## config.mk

```make
export PLATFORM = sky130hd
export DESIGN_NAME = fifo_drain_arbiter
export DESIGN_NICKNAME = d
export VERILOG_FILES = /design/src/rtl/fifo_drain_arbiter.sv
export SDC_FILE = /design/constraint.sdc
export NUM_CORES = 1
export LEC_CHECK = 0
export ABC_CLOCK_PERIOD_IN_PS = 5460
export CORE_UTILIZATION = 44
export DETAILED_ROUTE_END_ITERATION = 12
export PLACE_DENSITY = 0.95
export RECOVER_POWER = 100
export SYNTH_ARGS = -nofsm -noshare
export SYNTH_HDL_FRONTEND = slang
export SYNTH_SLANG_ARGS = --single-unit
export TNS_END_PERCENT = 1
```

## constraint.sdc

```tcl
create_clock -name clk -period 5.46 [get_ports clk]
set_clock_uncertainty 0.05 [all_clocks]
set_input_delay 1.092 -clock clk [delete_from_list [all_inputs] [get_ports clk]]
set_output_delay 1.092 -clock clk [all_outputs]
set_load 0.02 [all_outputs]
```

## src/rtl/fifo_drain_arbiter.sv

```systemverilog
// rtl/fifo_drain_arbiter.sv - round-robin burst drainer for FWFT FIFOs sharing one read clock
module fifo_drain_arbiter #(
    parameter int DSIZE  = 8,
    parameter int NPORTS = 4,
    parameter int BURST  = 4,
    localparam int SRCW  = (NPORTS > 1) ? $clog2(NPORTS) : 1
) (
    input  logic                    clk,
    input  logic                    rst,
    input  logic                    en,
    input  logic [NPORTS-1:0]       fifo_rempty,
    input  logic [NPORTS*DSIZE-1:0] fifo_rdata,
    output logic [NPORTS-1:0]       fifo_rreq,
    output logic                    out_valid,
    input  logic                    out_ready,
    output logic [DSIZE-1:0]        out_data,
    output logic [SRCW-1:0]         out_src,
    output logic                    busy
);
    localparam int CNTW = $clog2(BURST + 1);

    typedef enum logic [1:0] {S_INIT, S_IDLE, S_BURST} state_t;

    state_t            r_state;
    state_t            w_state_nxt;
    logic              r_init_cnt;
    logic [SRCW-1:0]   r_rr_ptr;
    logic [SRCW-1:0]   r_grant;
    logic [CNTW-1:0]   r_cnt;
    logic              r_out_valid;
    logic [DSIZE-1:0]  r_out_data;
    logic [SRCW-1:0]   r_out_src;

    logic              w_found;
    logic [SRCW-1:0]   w_scan_grant;
    logic [SRCW-1:0]   w_rr_nxt;
    logic              w_gnt_empty;
    logic [DSIZE-1:0]  w_gnt_data;
    logic              w_pop;
    logic              w_last;
    logic              w_exit;

    function automatic logic [SRCW-1:0] wrap_add(input logic [SRCW-1:0] base, input int off);
        int s;
        s = int'(base) + off;
        if (s >= NPORTS) s = s - NPORTS;
        return SRCW'(s);
    endfunction

    // Descending scan so the lowest offset from r_rr_ptr wins.
    always_comb begin
        w_found      = 1'b0;
        w_scan_grant = r_rr_ptr;
        for (int k = NPORTS - 1; k >= 0; k--) begin
            if (!fifo_rempty[wrap_add(r_rr_ptr, k)]) begin
                w_found      = 1'b1;
                w_scan_grant = wrap_add(r_rr_ptr, k);
            end
        end
    end

    always_comb begin
        w_gnt_data = '0;
        for (int i = 0; i < NPORTS; i++) begin
            if (r_grant == SRCW'(i)) w_gnt_data = fifo_rdata[i*DSIZE +: DSIZE];
        end
    end

    assign w_rr_nxt    = wrap_add(r_grant, 1);
    assign w_gnt_empty = fifo_rempty[r_grant];
    assign w_pop       = (r_state == S_BURST) && en && !w_gnt_empty && (!r_out_valid || out_ready);
    assign w_last      = w_pop && (r_cnt == CNTW'(BURST - 1));
    assign w_exit      = w_last || (en && w_gnt_empty);

    always_ff @(posedge clk) begin
        if (rst) r_state <= S_INIT;
        else     r_state <= w_state_nxt;
    end

    always_comb begin
        w_state_nxt = r_state;
        case (r_state)
            S_INIT:  if (r_init_cnt)      w_state_nxt = S_IDLE;
            S_IDLE:  if (en && w_found)   w_state_nxt = S_BURST;
            S_BURST: if (w_exit)          w_state_nxt = S_IDLE;
            default:                      w_state_nxt = S_INIT;
        endcase
    end

    always_comb begin
        fifo_rreq = '0;
        if (!rst && w_pop) fifo_rreq[r_grant] = 1'b1;
        busy = (r_state != S_IDLE);
    end

    always_ff @(posedge clk) begin
        if (rst) begin
            r_init_cnt  <= 1'b0;
            r_rr_ptr    <= '0;
            r_grant     <= '0;
            r_cnt       <= '0;
            r_out_valid <= 1'b0;
            r_out_data  <= '0;
            r_out_src   <= '0;
        end else begin
            if (r_state == S_INIT) r_init_cnt <= 1'b1;
            if (r_state == S_IDLE && en && w_found) begin
                r_grant <= w_scan_grant;
                r_cnt   <= '0;
            end
            if (w_pop) r_cnt <= r_cnt + CNTW'(1);
            if (r_state == S_BURST && w_exit) r_rr_ptr <= w_rr_nxt;
            if (w_pop) begin
                r_out_data  <= w_gnt_data;
                r_out_src   <= r_grant;
                r_out_valid <= 1'b1;
            end else if (r_out_valid && out_ready) begin
                r_out_valid <= 1'b0;
            end
        end
    end

    assign out_valid = r_out_valid;
    assign out_data  = r_out_data;
    assign out_src   = r_out_src;
endmodule

```

======== After elaboration in Yosys (flattened, before gate mapping) ========
Cells that the tools add are included.
word-level totals
  flip-flop bits (word level) ............. 21
  bits of input ports ..................... 40
  output and inout bits ................... 16
  word-level logic and storage cells ...... 99
cells by class
  add/sub/neg operators ................... 10
  magnitude comparators ................... 11
  equal/unequal tests ..................... 10
  mux-type cells .......................... 38
  reduce and logical (&&, ||, !) cells .... 22
operators with widths
  operator                                                                count
  8-bit 2-to-1 mux                                                        4
  2-bit 2-to-1 mux                                                        12
  2-bit by 3-bit < comparator with 1-bit output (second input constant)   5
  3-bit >= comparator (second input constant)                             4
  1-bit logical AND                                                       12
  1-bit 2-to-1 mux                                                        12
  1-bit binary-select mux with 2-bit select                               5
  2-bit by 1-bit subtractor with 2-bit output (second input constant)     5
  2-bit by 1-bit adder with 3-bit output (second input constant)          2
  2-bit by 2-bit adder with 3-bit output (second input constant)          2
  2-bit == test (second input constant)                                   3
  3-bit 2-to-1 mux                                                        2
  2-bit inequality test (second input constant)                           3
  2-bit one-hot mux with 3 select lines                                   1
  2-bit by 1-bit == test with 1-bit output (second input constant)        2
  2-bit logical NOT                                                       2
  4-bit 2-to-1 mux                                                        1
  2-bit nonzero test                                                      2
  3-bit by 1-bit adder with 3-bit output (second input constant)          1
  3-bit by 2-bit == test with 1-bit output (second input constant)        1
  2-bit by 3-bit >= comparator with 1-bit output (second input constant)  1
  1-bit logical NOT                                                       3
  3-bit AND reduction                                                     1
  1-bit demux with 2-bit select                                           1
  other kinds (3)                                                         4

======== Logic depth before layout (Yosys ltp) ========
  word-level depth ........................ 12
  depth in mapped cells ................... 7
  depth with buffers taken out ............ 6

======== Worst setup path after synthesis ========
No wires, ideal clock.
  kind .................................... input to output
  start point ............................. input fifo_rempty[3]
  end point ............................... output fifo_rreq[3]
  data arrival time ....................... 2.763 ns
  data required time ...................... 4.318 ns
  path slack .............................. 1.555 ns
  stages .................................. 5
  path buffers ............................ 2
  path through ............................ mux4_2 -> or3_4 -> buf_6 -> clkbuf_1 -> nor3_1
between the ends
  longest elaborated chain between the ends .. 7
RTL lines
  item                                       line  text
  from (decl)                                11    input logic [NPORTS-1:0] fifo_rempty,
  1-bit binary-select mux with 2-bit select  70    assign w_gnt_empty = fifo_rempty[r_grant];
  1-bit 2-to-1 mux (implied by the code)     70
  1-bit logical NOT                          71    assign w_pop = (r_state == S_BURST) && en && !w_gnt_empty && (!r_out_valid || out_ready);
  1-bit logical AND (2 in series)            71
  1-bit logical AND                          92    if (!rst && w_pop) fifo_rreq[r_grant] = 1'b1;
  4-bit 2-to-1 mux                           92
  to (decl)                                  13    output logic [NPORTS-1:0] fifo_rreq,
Every way passes these cells. The select of a mux whose other input is x is not followed.

======== Final worst setup path ========
  start point ............................. input fifo_rempty[0]
  end point ............................... output fifo_rreq[0]
The elaborated chain is that of the path after synthesis.

==> impl_metrics.tcl <==
set metrics [dict create \
    status "completed" \
    yosys.cell_count.top_type "dfxtp_1" \
    synthSimpleGateAreaFrac_pct 27.3 \
    intPower_uw 224 \
    arrival_ns 3.76 \
    place.gp.congestion 0.863 \
    worstHoldStart "out_data[6]" \
    tightest_slew_ns 0.881 \
    rows 18 \
    hold_path_class "reg -> reg" \
    synth_top_family_by_area "simple AND/OR/NAND/NOR gates" \
    io_buffers 55 \
    totalWireLength_um 3510 \
    path_class "in -> out" \
    cp-end-kind "output pin" \
    clockPowerShare_pct 25.0 \
    grt_usage_pct 24.7 \
    ys_types 33 \
    vias_per_cell 5.86 \
    period_needed_ns 4.90 \
    yosys_warnings 0 \
    p_comb_share_pct 22.0 \
    grt_pass1_vias 1228 \
    netlist_area_um2 1230 \
    netlist_instances 156 \
    grt_max_degree 27 \
    crit_fanout 22 \
    die_y_um 54.9 \
    min_period_over_period_pct 89.7 \
    syn-num-nets 202 \
    dr.pass1.iters 4 \
    r2r_cells 4 \
    hold_end "out_data[6]" \
    core-area_um2 2570 \
    synthMuxAreaShare_pct 2.64 \
    r2r-start "r_grant[0]" \
    ys_seq_area_share_pct 34.1 \
    synth_compound_area_share_pct 24.7 \
    netlist_top_cells_count "dfxtp_1, a21oi_1, nand2_1" \
    ant_nets 0 \
    synth-seq-cells 21 \
    diodes 0 \
    wl_per_cell_um 14.9 \
    yosys-top-cells-area "dfxtp_1, a21oi_1, ha_1" \
    die_width_um 54.9 \
    synth_top_area_share_pct 34.1 \
    clock.fmax_mhz 204 \
    holdPathStages 2 \
    fin_tns_setup_ns 0 \
    route.detailed.drc 0 \
    syn_area_per_cell_um2 7.90 \
    slew_headroom_pct 41.1 \
    ys.flop_type "dfxtp_1" \
    start_util_pct 48.0 \
    start_kind "input port" \
    finalSetupViolCount 0 \
    dr_total_vias 1383 \
    numCtsBuffers 3 \
    cts_resized 0 \
    area_delta_synth_final_pct 46.6 \
    peakVddDrop_mv 0.174 \
    p_switching_uw 79.4 \
    slew_violations 0 \
    drtIter0Drc 33 \
    yosysTopAreaCell "dfxtp_1" \
    clk_pin_slew_ns 0.11 \
    rsz0062_at_grt "no" \
    leakagePower_uw 0.000669 \
    hpwl_um 2710 \
    postSynth.asyncResetShare_pct 0 \
    place_inst 232 \
    regToRegSetupSlack_ns 3.17 \
    cts_tree "done" \
    fin_nets 253 \
    drive_gt1_share_pct 3.88 \
    post_cts_buffers 0 \
    antenna_found_initial 0 \
    power_frac_seq_pct 53.1 \
    synthXorXnorAreaFrac_pct 0 \
    synth_adder_area_share_pct 6.09 \
    swShare_pct 26.2 \
    cts-root-buf "clkbuf_4" \
    final_cells 236 \
    ctsHoldBuffers 0 \
    overflow 0 \
    hold_viol 0 \
    io_pins 56 \
    htreeDepth 1 \
    cts.sinks 21 \
    cts_buffer_depth 2 \
    clock_latency_ns 0.31 \
    fill_cells 196 \
    synth_edf_count 0 \
    reg2reg_to "out_data[4]" \
    p_per_area_nw_per_um2 168 \
    crit_required_ns 4.32 \
    power.total_uw 303 \
    grt_first_pass_wirelength_um 5270 \
    die_area_um2 3020 \
    max_cap_violations 0 \
]
## cells by family after synthesis
kind of cell | after synthesis
simple gates | 65
compound gates | 47
flops | 21
buf+inv | 15
fa+ha+maj | 6
mux | 2
## power by group through the flow
stage	Sequential, µW	Combinational, µW	Clock, µW
2_1_floorplan	164	27.4	0
3_3_place_gp	164	63.7	0
3_5_place_dp	164	66.9	0
4_1_cts	161	67.1	77.4
5_1_grt	162	71.9	81.5
6_report	161	66.5	75.7
## final cells by class
type | count | area, µm² | share of cell area, %
Clock inverter | 1 | 5.00 | 0.277
Multi-Input combinational cell | 120 | 748 | 41.4
Tap cell | 30 | 37.5 | 2.08
Sequential cell | 21 | 420 | 23.3
Timing Repair Buffer | 55 | 551 | 30.5
Clock buffer | 3 | 22.5 | 1.25
Inverter | 6 | 22.5 | 1.25
## worst max-delay path, stage by stage
cell	delay [ns]
dlygate4sd3_1	0.62
mux4_2	0.53
or3_4	0.51
nor2_1	0.16
and2_1	0.16
dlygate4sd3_1	0.68
## state kept, by name, summed over array words and instances (netlist names)
register	cells
out_valid	1
r_init_cnt	1
r_state	2
r_grant	2
r_rr_ptr	2
r_cnt	3
out_src	2
out_data	8
## placed cells by master (no fill, tap or decap), drive strengths merged, types with 6 or more instances in the layout
cell type	count
a221oi	6
nand2b	6
nor2	13
nand2	17
or3	9
dlygate4sd3	18
clkdlybuf4s50	37
o22ai	7
dfxtp	21
o21ai	6
a21oi	18
ha	6
## per-stage QoR
step | worst slack [ns] | util, % | hold slack (ns) | cell area [µm²]
after global placement | 0.823 | 69.3 | 0.389 | 1780
after CTS | 0.722 | 70.4 | 0.408 | 1810
final | 0.560 | 70.4 | 0.404 | 1810
after global routing | 0.433 | 70.4 | 0.430 | 1810
after detailed placement | 0.735 | 69.3 | 0.392 | 1780
after floorplan | 1.55 | - | 0.391 | 1230
## per-layer routing
metal	GRT usage, %	share of wire [%]	up-vias
met5	0	0	-
met4	12.9	2.2	0
met3	5.74	3.8	8
met2	42.8	53	38
met1	28.0	41	669
li1	-	-	668
## worst max-delay path by stage
stage / cells past startpoint / endpoint / slack (ns) / startpoint
after floorplan: 5 / fifo_rreq[3] / 1.55 / fifo_rempty[3]
after global placement: 6 / fifo_rreq[1] / 0.82 / fifo_rempty[0]
after detailed placement: 6 / fifo_rreq[0] / 0.73 / fifo_rempty[0]
after CTS: 6 / fifo_rreq[0] / 0.72 / fifo_rempty[0]
after global routing: 6 / fifo_rreq[1] / 0.43 / fifo_rempty[0]
final: 6 / fifo_rreq[0] / 0.56 / fifo_rempty[0]
Power figures use the tool's default switching activity.
